File: src/rtl/therm_pkg.sv
// Shared definitions for the TMP125 thermometer SPI responder.
package therm_pkg;

  typedef enum logic [1:0] {
    IDLE  = 2'd0,
    READ  = 2'd1,
    WRITE = 2'd2,
    HOLD  = 2'd3
  } state_t;

  localparam int FRAME_BITS_DEF = 16;
  localparam int TEMP_BITS_DEF  = 10;

  // Low byte of a configuration word that enters / leaves shutdown.
  localparam logic [7:0] SHUTDOWN_CODE = 8'hFF;
  localparam logic [7:0] WAKE_CODE     = 8'h00;

  // Read frame layout: lead zero, temperature field, zero pad.
  localparam int LEAD_BIT = 15;
  localparam int TEMP_MSB = 14;
  localparam int TEMP_LSB = 5;
  localparam int PAD_MSB  = 4;
  localparam int PAD_LSB  = 0;

endpackage

File: src/rtl/therm_spi_responder_sync.sv
// Multi-flop synchronizer followed by an edge-detect flop.
// SYNC_STAGES must be 2 or more.
module spi_sync_edge #(
  parameter int   SYNC_STAGES = 2,
  parameter logic RESET_VAL   = 1'b0
) (
  input  logic clk,
  input  logic rst,
  input  logic d,
  output logic level,
  output logic rise,
  output logic fall
);

  logic [SYNC_STAGES-1:0] sync_q;
  logic                   prev_q;

  // Shift the raw input through the synchronizer chain and keep one
  // extra delayed copy of the synchronized level for edge detection.
  always_ff @(posedge clk or posedge rst) begin
    if (rst) begin
      sync_q <= {SYNC_STAGES{RESET_VAL}};
      prev_q <= RESET_VAL;
    end else begin
      sync_q <= {sync_q[SYNC_STAGES-2:0], d};
      prev_q <= sync_q[SYNC_STAGES-1];
    end
  end

  assign level = sync_q[SYNC_STAGES-1];
  assign rise  = level & ~prev_q;
  assign fall  = ~level & prev_q;

endmodule

File: src/rtl/therm_spi_responder.sv
// TMP125 thermometer emulation on an SPI chip-select: serves a temperature
// frame on SO, then accepts an optional configuration frame on SI that
// controls shutdown. All SPI decisions use synchronized copies of the pins.
module therm_spi_responder
  import therm_pkg::*;
#(
  parameter int SYNC_STAGES = 2,
  parameter int FRAME_BITS  = FRAME_BITS_DEF,
  parameter int TEMP_BITS   = TEMP_BITS_DEF
) (
  input  logic                  i_clk,
  input  logic                  i_reset,
  input  logic                  i_spi_clk,
  input  logic                  i_spi_cs_n,
  input  logic                  i_spi_si,
  output logic                  o_spi_so,
  output logic                  o_spi_so_oe,
  input  logic [TEMP_BITS-1:0]  i_temperature,
  input  logic                  i_temp_valid,
  output logic                  o_shutdown,
  output logic [FRAME_BITS-1:0] o_cfg_word,
  output logic                  o_cfg_valid,
  output logic                  o_frame_done,
  output logic                  o_abort
);

  localparam int              CNT_W    = $clog2(FRAME_BITS + 1);
  localparam logic [CNT_W-1:0] CNT_LAST = CNT_W'(FRAME_BITS);

  logic sck_lvl_unused, sck_rise, sck_fall;
  logic cs_lvl_unused, cs_rise, cs_fall;
  logic si_lvl, si_rise_unused, si_fall_unused;

  spi_sync_edge #(.SYNC_STAGES(SYNC_STAGES), .RESET_VAL(1'b0)) u_sync_sck (
    .clk(i_clk), .rst(i_reset), .d(i_spi_clk),
    .level(sck_lvl_unused), .rise(sck_rise), .fall(sck_fall)
  );

  spi_sync_edge #(.SYNC_STAGES(SYNC_STAGES), .RESET_VAL(1'b1)) u_sync_cs (
    .clk(i_clk), .rst(i_reset), .d(i_spi_cs_n),
    .level(cs_lvl_unused), .rise(cs_rise), .fall(cs_fall)
  );

  spi_sync_edge #(.SYNC_STAGES(SYNC_STAGES), .RESET_VAL(1'b0)) u_sync_si (
    .clk(i_clk), .rst(i_reset), .d(i_spi_si),
    .level(si_lvl), .rise(si_rise_unused), .fall(si_fall_unused)
  );

  state_t                state_q, state_nxt;
  logic [CNT_W-1:0]      bit_cnt_q, bit_cnt_nxt;
  logic [CNT_W-1:0]      cfg_cnt_q, cfg_cnt_nxt;
  logic [FRAME_BITS-1:0] shift_q, shift_nxt;
  logic [FRAME_BITS-1:0] cfg_shift_q, cfg_shift_nxt;
  logic [FRAME_BITS-1:0] cfg_word_q, cfg_word_nxt;
  logic [TEMP_BITS-1:0]  temp_hold_q, temp_hold_nxt;
  logic                  shutdown_q, shutdown_nxt;
  logic                  frame_done_q, frame_done_nxt;
  logic                  abort_q, abort_nxt;
  logic                  cfg_valid_q, cfg_valid_nxt;
  logic [FRAME_BITS-1:0] frame_load;

  // Read frame image: lead zero, temperature just below it, zero pad.
  always_comb begin
    frame_load = '0;
    frame_load[FRAME_BITS-2 -: TEMP_BITS] = temp_hold_q;
  end

  // Next-state and next-output logic; a CS rise overrides any SPI edge.
  always_comb begin
    state_nxt      = state_q;
    bit_cnt_nxt    = bit_cnt_q;
    cfg_cnt_nxt    = cfg_cnt_q;
    shift_nxt      = shift_q;
    cfg_shift_nxt  = cfg_shift_q;
    cfg_word_nxt   = cfg_word_q;
    shutdown_nxt   = shutdown_q;
    frame_done_nxt = 1'b0;
    abort_nxt      = 1'b0;
    cfg_valid_nxt  = 1'b0;
    // Temperature is frozen while in shutdown.
    temp_hold_nxt  = (i_temp_valid && !shutdown_q) ? i_temperature : temp_hold_q;

    if (cs_rise) begin
      state_nxt = IDLE;
      abort_nxt = (state_q == READ) || ((state_q == WRITE) && (cfg_cnt_q != '0));
    end else begin
      case (state_q)
        IDLE: begin
          if (cs_fall) begin
            shift_nxt   = frame_load;
            bit_cnt_nxt = '0;
            cfg_cnt_nxt = '0;
            state_nxt   = READ;
          end
        end
        READ: begin
          if (sck_rise) begin
            bit_cnt_nxt = bit_cnt_q + CNT_W'(1);
            if (bit_cnt_nxt == CNT_LAST) begin
              frame_done_nxt = 1'b1;
              state_nxt      = WRITE;
            end
          end else if (sck_fall) begin
            shift_nxt = {shift_q[FRAME_BITS-2:0], 1'b0};
          end
        end
        WRITE: begin
          if (sck_rise) begin
            cfg_shift_nxt = {cfg_shift_q[FRAME_BITS-2:0], si_lvl};
            cfg_cnt_nxt   = cfg_cnt_q + CNT_W'(1);
            if (cfg_cnt_nxt == CNT_LAST) begin
              cfg_word_nxt  = cfg_shift_nxt;
              cfg_valid_nxt = 1'b1;
              if (cfg_shift_nxt[7:0] == SHUTDOWN_CODE)
                shutdown_nxt = 1'b1;
              else if (cfg_shift_nxt[7:0] == WAKE_CODE)
                shutdown_nxt = 1'b0;
              state_nxt = HOLD;
            end
          end
        end
        default: ;
      endcase
    end
  end

  // State and datapath registers; reset clears every register.
  always_ff @(posedge i_clk or posedge i_reset) begin
    if (i_reset) begin
      state_q      <= IDLE;
      bit_cnt_q    <= '0;
      cfg_cnt_q    <= '0;
      shift_q      <= '0;
      cfg_shift_q  <= '0;
      cfg_word_q   <= '0;
      temp_hold_q  <= '0;
      shutdown_q   <= 1'b0;
      frame_done_q <= 1'b0;
      abort_q      <= 1'b0;
      cfg_valid_q  <= 1'b0;
    end else begin
      state_q      <= state_nxt;
      bit_cnt_q    <= bit_cnt_nxt;
      cfg_cnt_q    <= cfg_cnt_nxt;
      shift_q      <= shift_nxt;
      cfg_shift_q  <= cfg_shift_nxt;
      cfg_word_q   <= cfg_word_nxt;
      temp_hold_q  <= temp_hold_nxt;
      shutdown_q   <= shutdown_nxt;
      frame_done_q <= frame_done_nxt;
      abort_q      <= abort_nxt;
      cfg_valid_q  <= cfg_valid_nxt;
    end
  end

  // SO is only driven with frame data during READ; the line is owned
  // whenever the responder is selected, and released as soon as reset hits.
  assign o_spi_so_oe  = (state_q != IDLE);
  assign o_spi_so     = (state_q == READ) & shift_q[FRAME_BITS-1];
  assign o_shutdown   = shutdown_q;
  assign o_cfg_word   = cfg_word_q;
  assign o_cfg_valid  = cfg_valid_q;
  assign o_frame_done = frame_done_q;
  assign o_abort      = abort_q;

endmodule

File: config.mk
export PLATFORM = sky130hd
export DESIGN_NAME = therm_spi_responder
export DESIGN_NICKNAME = d
export VERILOG_FILES = /design/src/rtl/therm_pkg.sv /design/src/rtl/therm_spi_responder_sync.sv /design/src/rtl/therm_spi_responder.sv
export SDC_FILE = /design/constraint.sdc
export NUM_CORES = 1
export LEC_CHECK = 0
export BUFFER_PORTS_ARGS = -buffer_cell sky130_fd_sc_hd__buf_4
export CAP_MARGIN = 10
export CORE_MARGIN = 1
export CORE_UTILIZATION = 62
export DETAILED_ROUTE_END_ITERATION = 8
export PLACE_DENSITY = 0.87
export SLEW_MARGIN = 20
export SYNTH_ARGS = -nofsm -noshare
export SYNTH_HDL_FRONTEND = slang
export SYNTH_SLANG_ARGS = --single-unit
File: constraint.sdc
create_clock -name i_clk -period 5.35 [get_ports i_clk]
set_input_delay 0.535 -clock i_clk [delete_from_list [all_inputs] [get_ports i_clk]]
set_output_delay 0.535 -clock i_clk [all_outputs]
set_load 0.05 [all_outputs]
==> flow_metrics.py <==
metrics = {
    "floorplanning": {
        "die-area_sq_mm": 0.005646,
        "initial_core_util_pct": 64.53,
        "rows": 26,
        "io_pins": 38,
        "die_height_um": 75.14,
        "die_w_um": 75.14,
        "core_sq_mm": 0.005140,
    },
    "logic_synthesis": {
        "synthArstFlopShare_pct": 100.0,
        "yosys.area.top_type": "dfrtp_1",
        "ys.flop_type": "dfrtp_1",
        "yosys-top-cells-count": "dfrtp_1, mux2_2, nor2_1",
        "synth_cell_type_count": 41,
        "synth.area.mux_share_pct": 17.77,
        "synth_edf_count": 0,
        "synth_top_family_by_area": "multiplexers",
        "syn-num-nets": 284,
        "synthAdderAreaFrac_pct": 3.395,
        "yosysMostFrequentCell": "dfrtp_1",
        "yosysSeqAreaShare_pct": 57.45,
        "synth_top_cell_area_share_pct": 55.07,
        "synth_compound_area_share_pct": 7.884,
        "ys_warn_count": 0,
        "ys_ff_latch": 76,
        "synth.area.top_cells": "dfrtp_1, mux2_2, ha_1",
        "syn_area_sq_mm": 0.003317,
        "synthCells": 259,
        "synth_xor_xnor_area_share_pct": 0.2641,
        "synth-simple-area-share_pct": 10.15,
        "syn_area_per_cell_sq_um": 12.81,
    },
    "clocking": {
        "clk_path_buf_depth": 2,
        "cts_buffers": 9,
        "insertion_delay_ns": 0.34,
        "cts_hold_buf": 0,
        "clock-root-buffer": "clkbuf_8",
        "post_cts_resized": 0,
        "htree_levels": 3,
        "cts_tree": "yes",
        "cts_setup_buffers": 0,
        "clkSinkCount": 76,
        "path_clk_slew_ns": 0.08,
    },
    "placed_design": {
        "gp_congestion": 0.7761,
        "port_buffers": 37,
        "hpwl_um": 3958,
    },
    "cells_and_area": {
        "nFillCells": 339,
        "drive_gt1_share_pct": 33.55,
        "areaGrowthSynthToFinish_pct": 16.71,
        "antenna_cells": 0,
        "fin_nets": 324,
    },
    "sta": {
        "fin_hold_ws_ns": 0.2957,
        "maxSlewHeadroom_pct": 33.96,
        "worst_pin_slew_ns": 0.9906,
        "timing.fmax_mhz": 363.0,
        "maxSlewViolCount": 0,
        "worst_clock_skew_ns": 0.007698,
        "finalSetupViolations": 0,
        "period_minus_slack_ns": 2.755,
        "hold_violations": 0,
        "fin_setup_tns_ns": 0,
        "fin_crit_sh_pct": 51.49,
        "rsz0062_at_grt": "false",
    },
    "power_and_ir_drop": {
        "powerDensity_mw_per_mm2": 424.0,
        "pwr-share-seq_pct": 44.2,
        "p_int_w": 0.001117,
        "leakage_nw": 1.907,
        "p_sw_share_pct": 31.93,
        "peakVddDrop_mv": 0.2148,
        "switchingPower_w": 0.0005242,
        "pwr-share-comb_pct": 25.3,
        "clockPowerShare_pct": 30.5,
    },
    "setup_path": {
        "crit_required_ns": 5.58,
        "cp.depth": 5,
        "slowest_stage": "and4bb_1",
        "startpoint": "u_sync_cs.prev_q",
        "r2r_cells": 5,
        "path_buf_inv": 1,
        "worstSetupPathType": "flop to flop",
        "max_stage_delay_ns": 0.86,
        "worstSetupEndpoint": "o_cfg_word[5]",
        "arrival_ns": 2.99,
        "cpLargestDelayFamily": "simple AND/OR/NAND/NOR gates",
        "r2r_start": "u_sync_cs.prev_q",
        "cp_max_fo": 19,
        "path_cells": "inv_1 -> ha_1 -> and4bb_1 -> nand4_4 -> mux2_4",
        "startpoint_type": "flop",
        "endpoint_kind": "flop",
        "reg2reg_to": "o_cfg_word[5]",
        "r2r_setup_slack_ns": 2.60,
    },
    "hold_path": {
        "hold_class": "input port to flop",
    },
    "route": {
        "drt_iter0_drc": 156,
        "wl_um": 6542,
        "via_per_inst": 5.749,
        "drt_first_pass_iters": 4,
        "num_vias": 2150,
        "ant_nets": 0,
        "routedWlPerCell_um": 17.49,
        "drc": 0,
    },
    "global_routing": {
        "gr-total-overflow": 0,
        "antenna_found_initial": 0,
        "grt_max_degree": 77,
        "grt_pass1_wl_um": 10430,
        "grt_usage_pct": 25.77,
        "first_global_vias": 2168,
    },
    "run": {
        "drv_cap": 0,
    },
    "run_status": {
        "status": "complete, no violations",
    },
}
==> how the worst min path moves through the flow <==
stage	cells after the start	startpoint	to
2_1_floorplan	0	u_sync_sck.sync_q[0]	u_sync_sck.sync_q[1]
6_report	1	i_spi_cs_n	u_sync_cs.sync_q[0]
5_1_grt	1	i_spi_si	u_sync_si.sync_q[0]
3_3_place_gp	0	u_sync_si.sync_q[0]	u_sync_si.sync_q[1]
4_1_cts	1	i_spi_cs_n	u_sync_cs.sync_q[0]
3_5_place_dp	0	u_sync_sck.sync_q[0]	u_sync_sck.sync_q[1]
==> registers in the layout, indices dropped and copies added (netlist names), 2 cells and up <==
name / cells
shift_q: 11
cfg_cnt_q: 5
cfg_shift_q: 15
state_q: 2
u_sync_si.sync_q: 2
u_sync_sck.sync_q: 2
o_cfg_word: 16
bit_cnt_q: 5
u_sync_cs.sync_q: 2
temp_hold_q: 10
==> power groups by stage <==
stage	sequential (W)	combinational [W]	clock, W
after floorplan	0.000718	0.000321	0
after global placement	0.000729	0.000388	0
after detailed placement	0.000733	0.000403	0
after CTS	0.000726	0.000414	0.000503
after global routing	0.000738	0.000463	0.000525
final	0.000725	0.000415	0.000501
==> area by class of cell <==
| cell class | instances | area [sq um] | share of cell area [%] |
|---|---|---|---|
| clock buffers | 13 | 158.9 | 4.105 |
| clock inverters | 3 | 68.82 | 1.778 |
| inverters | 13 | 48.80 | 1.261 |
| multi-input cells | 160 | 1309 | 33.81 |
| flip-flops and latches | 76 | 1906 | 49.22 |
| well taps | 70 | 87.58 | 2.262 |
| repair buffers | 39 | 292.8 | 7.563 |
==> logic make-up after synthesis <==
group / after synthesis
simple gates: 60
buf+inv: 23
flops: 76
mux: 51
compound gates: 39
fa+ha+maj: 9
xor+xnor: 1
==> layer usage <==
| layer | track usage, % | wire (um) | part of all wire (%) | vias up |
|---|---|---|---|---|
| li1 | - | - | - | 994 |
| met1 | 33.45 | 2859 | 44 | 1089 |
| met2 | 41.64 | 3291 | 50 | 52 |
| met3 | 6.426 | 257 | 3.9 | 15 |
| met4 | 11.11 | 133 | 2.0 | 0 |
| met5 | 0 | 0 | 0 | - |
==> stage by stage <==
step / total power, W / cell area (sq um) / std cells / utilization (%) / worst slack [ns]
2_1_floorplan: 0.001038 / 3317 / 259 / - / 2.882
3_3_place_gp: 0.001116 / 3643 / 358 / 70.89 / 2.717
3_5_place_dp: 0.001136 / 3643 / 358 / 70.89 / 2.642
4_1_cts: 0.001643 / 3871 / 374 / 75.32 / 2.595
5_1_grt: 0.001726 / 3871 / 374 / 75.32 / 2.472
6_report: 0.001641 / 3871 / 374 / 75.32 / 2.595
==> placed cells by master, fill, tap and decap left out, drive strengths merged, types with 2 or more instances in the layout <==
| cell | instances |
|---|---|
| a2111o | 2 |
| a21oi | 11 |
| a22o | 2 |
| a32o | 2 |
| and2 | 3 |
| buf | 39 |
| bufinv | 2 |
| clkbuf | 13 |
| dfrtp | 73 |
| dfstp | 3 |
| ha | 9 |
| inv | 13 |
| mux2 | 42 |
| mux2i | 9 |
| nand2 | 12 |
| nand2b | 4 |
| nand3 | 6 |
| nand4 | 4 |
| nor2 | 14 |
| nor2b | 8 |
| nor4 | 2 |
| o21ai | 13 |
| o31ai | 3 |
No activity file was read; power rests on OpenSTA's default activity.
